**src/rtl/uart_rd_ram_pkg.sv**
```systemverilog
// Shared definitions for the UART store-and-playback block.
// Holds the RX/control state encodings, the default playback command byte,
// the frame data width and a constant log2 helper for address/counter sizing.
package uart_rd_ram_pkg;

    localparam int         FRAME_BITS     = 8;
    localparam logic [7:0] RD_CMD_DEFAULT = 8'h50;

    typedef enum logic [2:0] {
        RX_IDLE,
        RX_START,
        RX_DATA,
        RX_STOP,
        RX_REARM
    } rx_state_t;

    typedef enum logic [1:0] {
        CTL_IDLE,
        CTL_RD,
        CTL_LOAD,
        CTL_WAIT
    } ctl_state_t;

    // Smallest r with 2**r >= value.
    function automatic int clog2(input int value);
        int r;
        r = 0;
        while ((1 << r) < value) r++;
        return r;
    endfunction

endpackage

```
**src/rtl/uart_rd_ram_if.sv**
```systemverilog
// Byte handshake between the playback controller and the serial transmitter.
//   tx_start : 1-cycle request to send tx_data (only honoured while not busy)
//   tx_data  : byte to serialise
//   tx_busy  : high from the cycle after tx_start through the end of the stop bit
// master = controller side, slave = transmitter side.
interface uart_rd_ram_if;
    logic       tx_start;
    logic [7:0] tx_data;
    logic       tx_busy;

    modport master (output tx_start, output tx_data, input tx_busy);
    modport slave  (input tx_start, input tx_data, output tx_busy);
endinterface

```
**src/rtl/uart_byte_tx.sv**
```systemverilog
// 8N1 serial transmitter, LSB first, idle high.
// Ports:
//   clk, rst : clock and synchronous active-high reset
//   tx_if    : slave side of the byte handshake (tx_start/tx_data in, tx_busy out)
//   uart_tx  : registered serial output, forced high by reset
module uart_byte_tx
    import uart_rd_ram_pkg::*;
#(
    parameter int CLKS_PER_BIT = 217
) (
    input  logic         clk,
    input  logic         rst,
    uart_rd_ram_if.slave tx_if,
    output logic         uart_tx
);

    localparam int            CW       = clog2(CLKS_PER_BIT);
    localparam logic [CW-1:0] BIT_LAST = CW'(CLKS_PER_BIT - 1);
    localparam logic [3:0]    IDX_STOP = 4'(FRAME_BITS + 1);

    logic          busy_q, busy_d;
    logic          tx_q, tx_d;
    logic [CW-1:0] cnt_q, cnt_d;
    logic [3:0]    idx_q, idx_d;
    // shift_q[0] is always the bit currently on the line
    logic [9:0]    shift_q, shift_d;

    always_comb begin
        busy_d  = busy_q;
        tx_d    = tx_q;
        cnt_d   = cnt_q;
        idx_d   = idx_q;
        shift_d = shift_q;
        if (!busy_q) begin
            if (tx_if.tx_start) begin
                busy_d  = 1'b1;
                cnt_d   = '0;
                idx_d   = '0;
                shift_d = {1'b1, tx_if.tx_data, 1'b0};
                tx_d    = 1'b0;
            end
        end else if (cnt_q == BIT_LAST) begin
            cnt_d = '0;
            if (idx_q == IDX_STOP) begin
                busy_d = 1'b0;
                tx_d   = 1'b1;
            end else begin
                idx_d   = idx_q + 4'd1;
                shift_d = {1'b1, shift_q[9:1]};
                tx_d    = shift_q[1];
            end
        end else begin
            cnt_d = cnt_q + CW'(1);
        end
    end

    always_ff @(posedge clk) begin
        if (rst) begin
            busy_q <= 1'b0;
            tx_q   <= 1'b1;
            cnt_q  <= '0;
            idx_q  <= '0;
        end else begin
            busy_q <= busy_d;
            tx_q   <= tx_d;
            cnt_q  <= cnt_d;
            idx_q  <= idx_d;
        end
        shift_q <= shift_d;
    end

    assign tx_if.tx_busy = busy_q;
    assign uart_tx       = tx_q;

endmodule

```
**src/rtl/uart_rd_ram_top.sv**
```systemverilog
// UART store-and-playback board top (SparkRoad 25 MHz).
// Received bytes are stored in a byte RAM; the command byte RD_CMD replays
// the stored bytes on uart_tx in arrival order and then empties the buffer.
// Ports:
//   ext_clk_25m : system clock
//   ext_rst_n   : synchronous reset, active HIGH despite the name
//   uart_rx     : asynchronous serial input, 8N1, idle high
//   uart_tx     : serial output, 8N1, idle high
// Optional build macro UART_RX_FRAME_CHECK_EN: discard frames whose stop bit
// samples low and wait for the line to go high before re-arming.
module uart_rd_ram_top
    import uart_rd_ram_pkg::*;
#(
    parameter int         CLKS_PER_BIT = 217,
    parameter int         RAM_DEPTH    = 16,
    parameter logic [7:0] RD_CMD       = RD_CMD_DEFAULT
) (
    input  logic ext_clk_25m,
    input  logic ext_rst_n,
    input  logic uart_rx,
    output logic uart_tx
);

    localparam int            AW        = clog2(RAM_DEPTH);
    localparam int            CW        = clog2(CLKS_PER_BIT);
    localparam logic [CW-1:0] BIT_LAST  = CW'(CLKS_PER_BIT - 1);
    localparam logic [CW-1:0] HALF_LAST = CW'(CLKS_PER_BIT / 2 - 1);
    localparam logic [AW:0]   FULL      = (AW + 1)'(RAM_DEPTH);

    logic clk, rst;
    assign clk = ext_clk_25m;
    assign rst = ext_rst_n;

    // Input synchronizer; resets to the idle level so an undriven line reads idle.
    logic rx_meta_q, rx_meta_d, rx_sync_q, rx_sync_d;

    rx_state_t     rx_state_q, rx_state_d;
    logic [CW-1:0] rx_cnt_q, rx_cnt_d;
    logic [2:0]    rx_bit_q, rx_bit_d;
    logic [7:0]    rx_shift_q, rx_shift_d;
    logic          rx_valid_q, rx_valid_d;

    ctl_state_t    ctl_state_q, ctl_state_d;
    logic [AW-1:0] wr_ptr_q, wr_ptr_d, rd_ptr_q, rd_ptr_d;
    logic [AW:0]   count_q, count_d, remain_q, remain_d;
    logic          ram_we, tx_start, tx_busy;
    logic [7:0]    ram_rdata_q, ram_rdata_d;
    logic [7:0]    mem [RAM_DEPTH];

    always_comb begin
        rx_meta_d  = uart_rx;
        rx_sync_d  = rx_meta_q;
        rx_state_d = rx_state_q;
        rx_cnt_d   = rx_cnt_q;
        rx_bit_d   = rx_bit_q;
        rx_shift_d = rx_shift_q;
        rx_valid_d = 1'b0;
        case (rx_state_q)
            RX_IDLE: if (!rx_sync_q) begin
                rx_state_d = RX_START;
                rx_cnt_d   = '0;
            end
            // Re-check at mid start bit; a high line here was a glitch.
            RX_START: if (rx_cnt_q == HALF_LAST) begin
                rx_cnt_d   = '0;
                rx_bit_d   = '0;
                rx_state_d = rx_sync_q ? RX_IDLE : RX_DATA;
            end else begin
                rx_cnt_d = rx_cnt_q + CW'(1);
            end
            RX_DATA: if (rx_cnt_q == BIT_LAST) begin
                rx_cnt_d   = '0;
                rx_shift_d = {rx_sync_q, rx_shift_q[7:1]};
                if (rx_bit_q == 3'(FRAME_BITS - 1)) rx_state_d = RX_STOP;
                else rx_bit_d = rx_bit_q + 3'd1;
            end else begin
                rx_cnt_d = rx_cnt_q + CW'(1);
            end
            RX_STOP: if (rx_cnt_q == BIT_LAST) begin
                rx_cnt_d = '0;
`ifdef UART_RX_FRAME_CHECK_EN
                if (rx_sync_q) begin
                    rx_valid_d = 1'b1;
                    rx_state_d = RX_IDLE;
                end else begin
                    rx_state_d = RX_REARM;
                end
`else
                rx_valid_d = 1'b1;
                rx_state_d = RX_IDLE;
`endif
            end else begin
                rx_cnt_d = rx_cnt_q + CW'(1);
            end
            RX_REARM: if (rx_sync_q) rx_state_d = RX_IDLE;
            default: rx_state_d = RX_IDLE;
        endcase
    end

    always_comb begin
        ctl_state_d = ctl_state_q;
        wr_ptr_d    = wr_ptr_q;
        rd_ptr_d    = rd_ptr_q;
        count_d     = count_q;
        remain_d    = remain_q;
        ram_we      = 1'b0;
        tx_start    = 1'b0;
        ram_rdata_d = mem[rd_ptr_q];
        case (ctl_state_q)
            CTL_IDLE: if (rx_valid_q) begin
                if (rx_shift_q == RD_CMD) begin
                    if (count_q != '0) begin
                        // Oldest byte sits count entries behind the write pointer.
                        rd_ptr_d    = wr_ptr_q - count_q[AW-1:0];
                        remain_d    = count_q;
                        ctl_state_d = CTL_RD;
                    end
                end else if (count_q != FULL) begin
                    ram_we   = 1'b1;
                    wr_ptr_d = wr_ptr_q + AW'(1);
                    count_d  = count_q + (AW + 1)'(1);
                end
            end
            CTL_RD:   ctl_state_d = CTL_LOAD;
            CTL_LOAD: begin
                tx_start    = 1'b1;
                ctl_state_d = CTL_WAIT;
            end
            CTL_WAIT: if (!tx_busy) begin
                rd_ptr_d = rd_ptr_q + AW'(1);
                remain_d = remain_q - (AW + 1)'(1);
                if (remain_q == (AW + 1)'(1)) begin
                    count_d     = '0;
                    ctl_state_d = CTL_IDLE;
                end else begin
                    ctl_state_d = CTL_RD;
                end
            end
            default: ctl_state_d = CTL_IDLE;
        endcase
    end

    always_ff @(posedge clk) begin
        if (rst) begin
            rx_meta_q   <= 1'b1;
            rx_sync_q   <= 1'b1;
            rx_state_q  <= RX_IDLE;
            rx_cnt_q    <= '0;
            rx_bit_q    <= '0;
            rx_valid_q  <= 1'b0;
            ctl_state_q <= CTL_IDLE;
            wr_ptr_q    <= '0;
            rd_ptr_q    <= '0;
            count_q     <= '0;
            remain_q    <= '0;
        end else begin
            rx_meta_q   <= rx_meta_d;
            rx_sync_q   <= rx_sync_d;
            rx_state_q  <= rx_state_d;
            rx_cnt_q    <= rx_cnt_d;
            rx_bit_q    <= rx_bit_d;
            rx_valid_q  <= rx_valid_d;
            ctl_state_q <= ctl_state_d;
            wr_ptr_q    <= wr_ptr_d;
            rd_ptr_q    <= rd_ptr_d;
            count_q     <= count_d;
            remain_q    <= remain_d;
        end
        rx_shift_q  <= rx_shift_d;
        ram_rdata_q <= ram_rdata_d;
        if (ram_we) mem[wr_ptr_q] <= rx_shift_q;
    end

    uart_rd_ram_if tx_if ();

    assign tx_if.tx_start = tx_start;
    assign tx_if.tx_data  = ram_rdata_q;
    assign tx_busy        = tx_if.tx_busy;

    uart_byte_tx #(.CLKS_PER_BIT(CLKS_PER_BIT)) u_tx (
        .clk     (clk),
        .rst     (rst),
        .tx_if   (tx_if),
        .uart_tx (uart_tx)
    );

endmodule

```
**config.mk**
```make
export PLATFORM = sky130hd
export DESIGN_NAME = uart_rd_ram_top
export DESIGN_NICKNAME = d
export VERILOG_FILES = /design/src/rtl/uart_rd_ram_pkg.sv /design/src/rtl/uart_rd_ram_if.sv /design/src/rtl/uart_byte_tx.sv /design/src/rtl/uart_rd_ram_top.sv
export SDC_FILE = /design/constraint.sdc
export NUM_CORES = 1
export LEC_CHECK = 0
export BUFFER_PORTS_ARGS = -buffer_cell sky130_fd_sc_hd__buf_4
export CAP_MARGIN = 20
export CORE_ASPECT_RATIO = 1.4
export CORE_MARGIN = 2
export CORE_UTILIZATION = 40
export DETAILED_ROUTE_END_ITERATION = 12
export PLACE_DENSITY = 0.51
export SYNTH_ARGS = -nofsm -noshare
export SYNTH_HDL_FRONTEND = slang
export SYNTH_SLANG_ARGS = --single-unit
```
**constraint.sdc**
```tcl
create_clock -name ext_clk_25m -period 2.64 [get_ports ext_clk_25m]
set_input_delay 0.264 -clock ext_clk_25m [delete_from_list [all_inputs] [get_ports ext_clk_25m]]
set_output_delay 0.264 -clock ext_clk_25m [all_outputs]
set_load 0.01 [all_outputs]
```
==> flow_metrics.tcl <==
set metrics [dict create \
    p_clk_frac 0.450 \
    slowest_stage "nor4bb_1" \
    core_sq_mm 0.0213 \
    critPathRequiredTime_ns 2.88 \
    critical_path_class "register to register" \
    rsz0062_at_grt "no" \
    cp-start-kind "register" \
    detail-route-antenna-nets 0 \
    wl_met1_mm 8.25 \
    seq_power_share 0.514 \
    cts_resized 0 \
    yosysMostFrequentCell "edfxtp_1" \
    grt_pass1_wl_mm 31.0 \
    track_usage 0.178 \
    worst_pin_slew_ns 0.694 \
    clkTransAtPathRegs_ns 0.06 \
    post-place-ws_ns 0.394 \
    grt_pass1_vias 5382 \
    post-route-min-period_ns 2.28 \
    clock-sinks 202 \
    n_antenna_cell 0 \
    peakVddDrop_v 0.000353 \
    cts_root_buffer "clkbuf_16" \
    wl_per_cell_um 22.1 \
    num-fill-cells 1832 \
    holdWs_ns 0.240 \
    synth-async-reset-ratio 0 \
    cts_tree "built" \
    crit_fanout 16 \
    power.total_mw 6.59 \
    outcome "completed" \
    yosysTopAreaCell "edfxtp_1" \
    slew_viol_final 0 \
    synth-edff-count 144 \
    totalNegativeSetupSlack_ns 0 \
    die_area_sq_mm 0.0230 \
    hpwlAfterDp_mm 13.5 \
    grt_remaining_overflow 0 \
    synth_top_cells_by_area "edfxtp_1, dfxtp_1, mux4_2" \
    ys.flop_type "edfxtp_1" \
    h-tree-depth 1 \
    combinationalPowerShare 0.036 \
    synth.distinct_cells 66 \
    drt_iter0_drc 374 \
    slew_headroom 0.531 \
    grt_max_degree 50 \
    worstPathCellList "inv_1 > ha_1 > nor4bb_1 > a211oi_2 > buf_4 > and3_1 > buf_4" \
    synth_fp_nets 619 \
    syn_area_per_cell_sq_um 14.7 \
    leakagePower_nw 3.25 \
    critPathArrivalTime_ns 2.52 \
    worstSetupEndpointType "register" \
    ys_seq_elements 202 \
    cts_max_path_buffers 3 \
    netlist_area_sq_mm 0.00870 \
    place_congestion 0.771 \
    grt_antenna_before_repair 0 \
    skew_ns 0.0171 \
    io_pins 4 \
    drtPass1Iterations 6 \
    highest_layer "met4" \
    num_vias 5209 \
    p_switching_mw 1.38 \
    viasPerCell 5.79 \
    syn2layout_area_growth_pct 13.8 \
    swShare 0.209 \
    path_buf_inv 3 \
    wl_met3_um 779 \
    finalWorstSetupSlack_ns 0.364 \
    synth_cells 591 \
    setup_viol 0 \
    port_buffers 3 \
    routed_wl_mm 19.8 \
    initial_core_util 0.409 \
    drc 0 \
    clk_latency_ns 0.50 \
    die_y_um 179 \
    worstHoldPathType "primary input to register" \
    routed-wl-met2_mm 10.3 \
    synth_common_cells "edfxtp_1, dfxtp_1, mux4_2, nand2_1, nor2_1" \
    synth_warnings 0 \
    max_stage_delay_ns 0.64 \
    hold_viol 0 \
    synth_top_area_share 0.497 \
    row_count 63 \
    max_freq_mhz 439 \
    post-route-util 0.466 \
    ys_seq_area_frac 0.630 \
    critical-path-top-delay-family "simple AND/OR/NAND/NOR gates" \
    fin_crit_sh 0.862 \
    max_cap_viol_count 0 \
    path_common_cell "buf_4" \
    nets 654 \
    die_w_um 129 \
    p_int_mw 5.21 \
    drive_gt1_frac 0.211 \
    cts_inserted_buffers 21 \
    p_per_area_mw_per_mm2 665 \
]
## registers in the layout (all words and copies together), names as in the netlist
signal              flops
ctl_state_q             2
u_tx.shift_q            8
remain_q                5
rx_valid_q              1
u_tx.idx_q              4
mem                   128
count_q                 5
rx_meta_q               1
rx_shift_q              8
rd_ptr_q                4
u_tx.cnt_q              8
rx_state_q              2
rx_cnt_q                8
u_tx.uart_tx            1
wr_ptr_q                4
ram_rdata_q             8
rx_bit_q                3
u_tx.tx_if.tx_busy      1
rx_sync_q               1
## worst register-to-register path: stages, from the launching register on
cell and delay, ns:
dfxtp_1 0.36, inv_1 0.13, ha_1 0.20, nor4bb_1 0.64, a211oi_2 0.10, buf_4 0.24
and3_1 0.20, buf_4 0.17
## through the flow
step                instances  cell area (sq um)
floorplan                 591               8700
global placement          862               9210
detailed placement        862               9210
CTS                       900               9910
global route              900               9910
finish                    900               9910
## worst paths after layout
check | start | endpoint | slack [ns] | cells after the start
worst min register to register | rx_meta_q$_SDFF_PP1_ | rx_sync_q$_SDFF_PP1_ | 0.44 | 1
worst max-delay path | count_q[1]$_SDFFE_PP0P_ | mem[9][2]$_DFFE_PP_ | 0.36 | 7
worst min-delay path | ext_rst_n | u_tx.cnt_q[1]$_SDFFE_PP0P_ | 0.24 | 2
worst max register to register | count_q[1]$_SDFFE_PP0P_ | mem[9][2]$_DFFE_PP_ | 0.36 | 7
## cell usage in the layout, fill, tap and decap left out, drive strengths merged, types with 7 or more instances in the layout
cell    netlist  layout
edfxtp      144     144
dfxtp        58      58
buf          13      42
mux4         40      40
nand2        27      27
nor2         27      27
a21oi        26      26
ha           24      24
clkbuf       18      22
inv          19      22
nand3        19      19
and3         17      17
nor3         10      10
mux2          9       9
clkinv        1       9
nand4         7       7
nor2b         7       7
o22ai         7       7
## layer usage
| layer | track usage | vias up |
|---|---|---|
| met4 | 0.0580 | 0 |
| li1 | - | 2415 |
| met1 | 0.219 | 2648 |
| met3 | 0.0270 | 28 |
| met5 | 0 | - |
| met2 | 0.319 | 118 |
## what timing repair did
item                                   4_1_cts  5_1_grt
hold buffers                                 1        0
buffers inserted                             0        0
endpoints found under the hold margin        1        0
## logic make-up (layout without fill, tap and decap cells)
group                    count (synthesis)  after routing  share of synthesized area
adder cells (fa/ha/maj)                 25             25                     0.0368
XOR/XNOR                                 6              6                    0.00604
buffers and inverters                   51            100                     0.0256
AND/OR/NAND/NOR                        158            158                      0.101
multiplexers                            54             54                      0.121
AO/OA/AOI/OAI                           95             95                     0.0799
flip-flops                             202            202                      0.630
## area by class of cell
cell class | count | area [sq um] | share of cell area
Multi-Input combinational cell | 338 | 3000 | 0.302
Clock inverter | 15 | 159 | 0.0160
Inverter | 20 | 75.1 | 0.00758
Timing Repair Buffer | 43 | 338 | 0.0341
Sequential cell | 202 | 5490 | 0.554
Clock buffer | 22 | 529 | 0.0534
Tap cell | 260 | 325 | 0.0328
## power by group through the flow
stage,Clock (mW),Combinational (mW),Sequential (mW)
detailed placement,0,0.240,3.46
finish,2.96,0.239,3.39
global placement,0,0.229,3.46
CTS,3.05,0.243,3.39
floorplan,0,0.189,3.45
global route,3.18,0.270,3.39
Note: power is estimated with default switching activity, not from simulation.
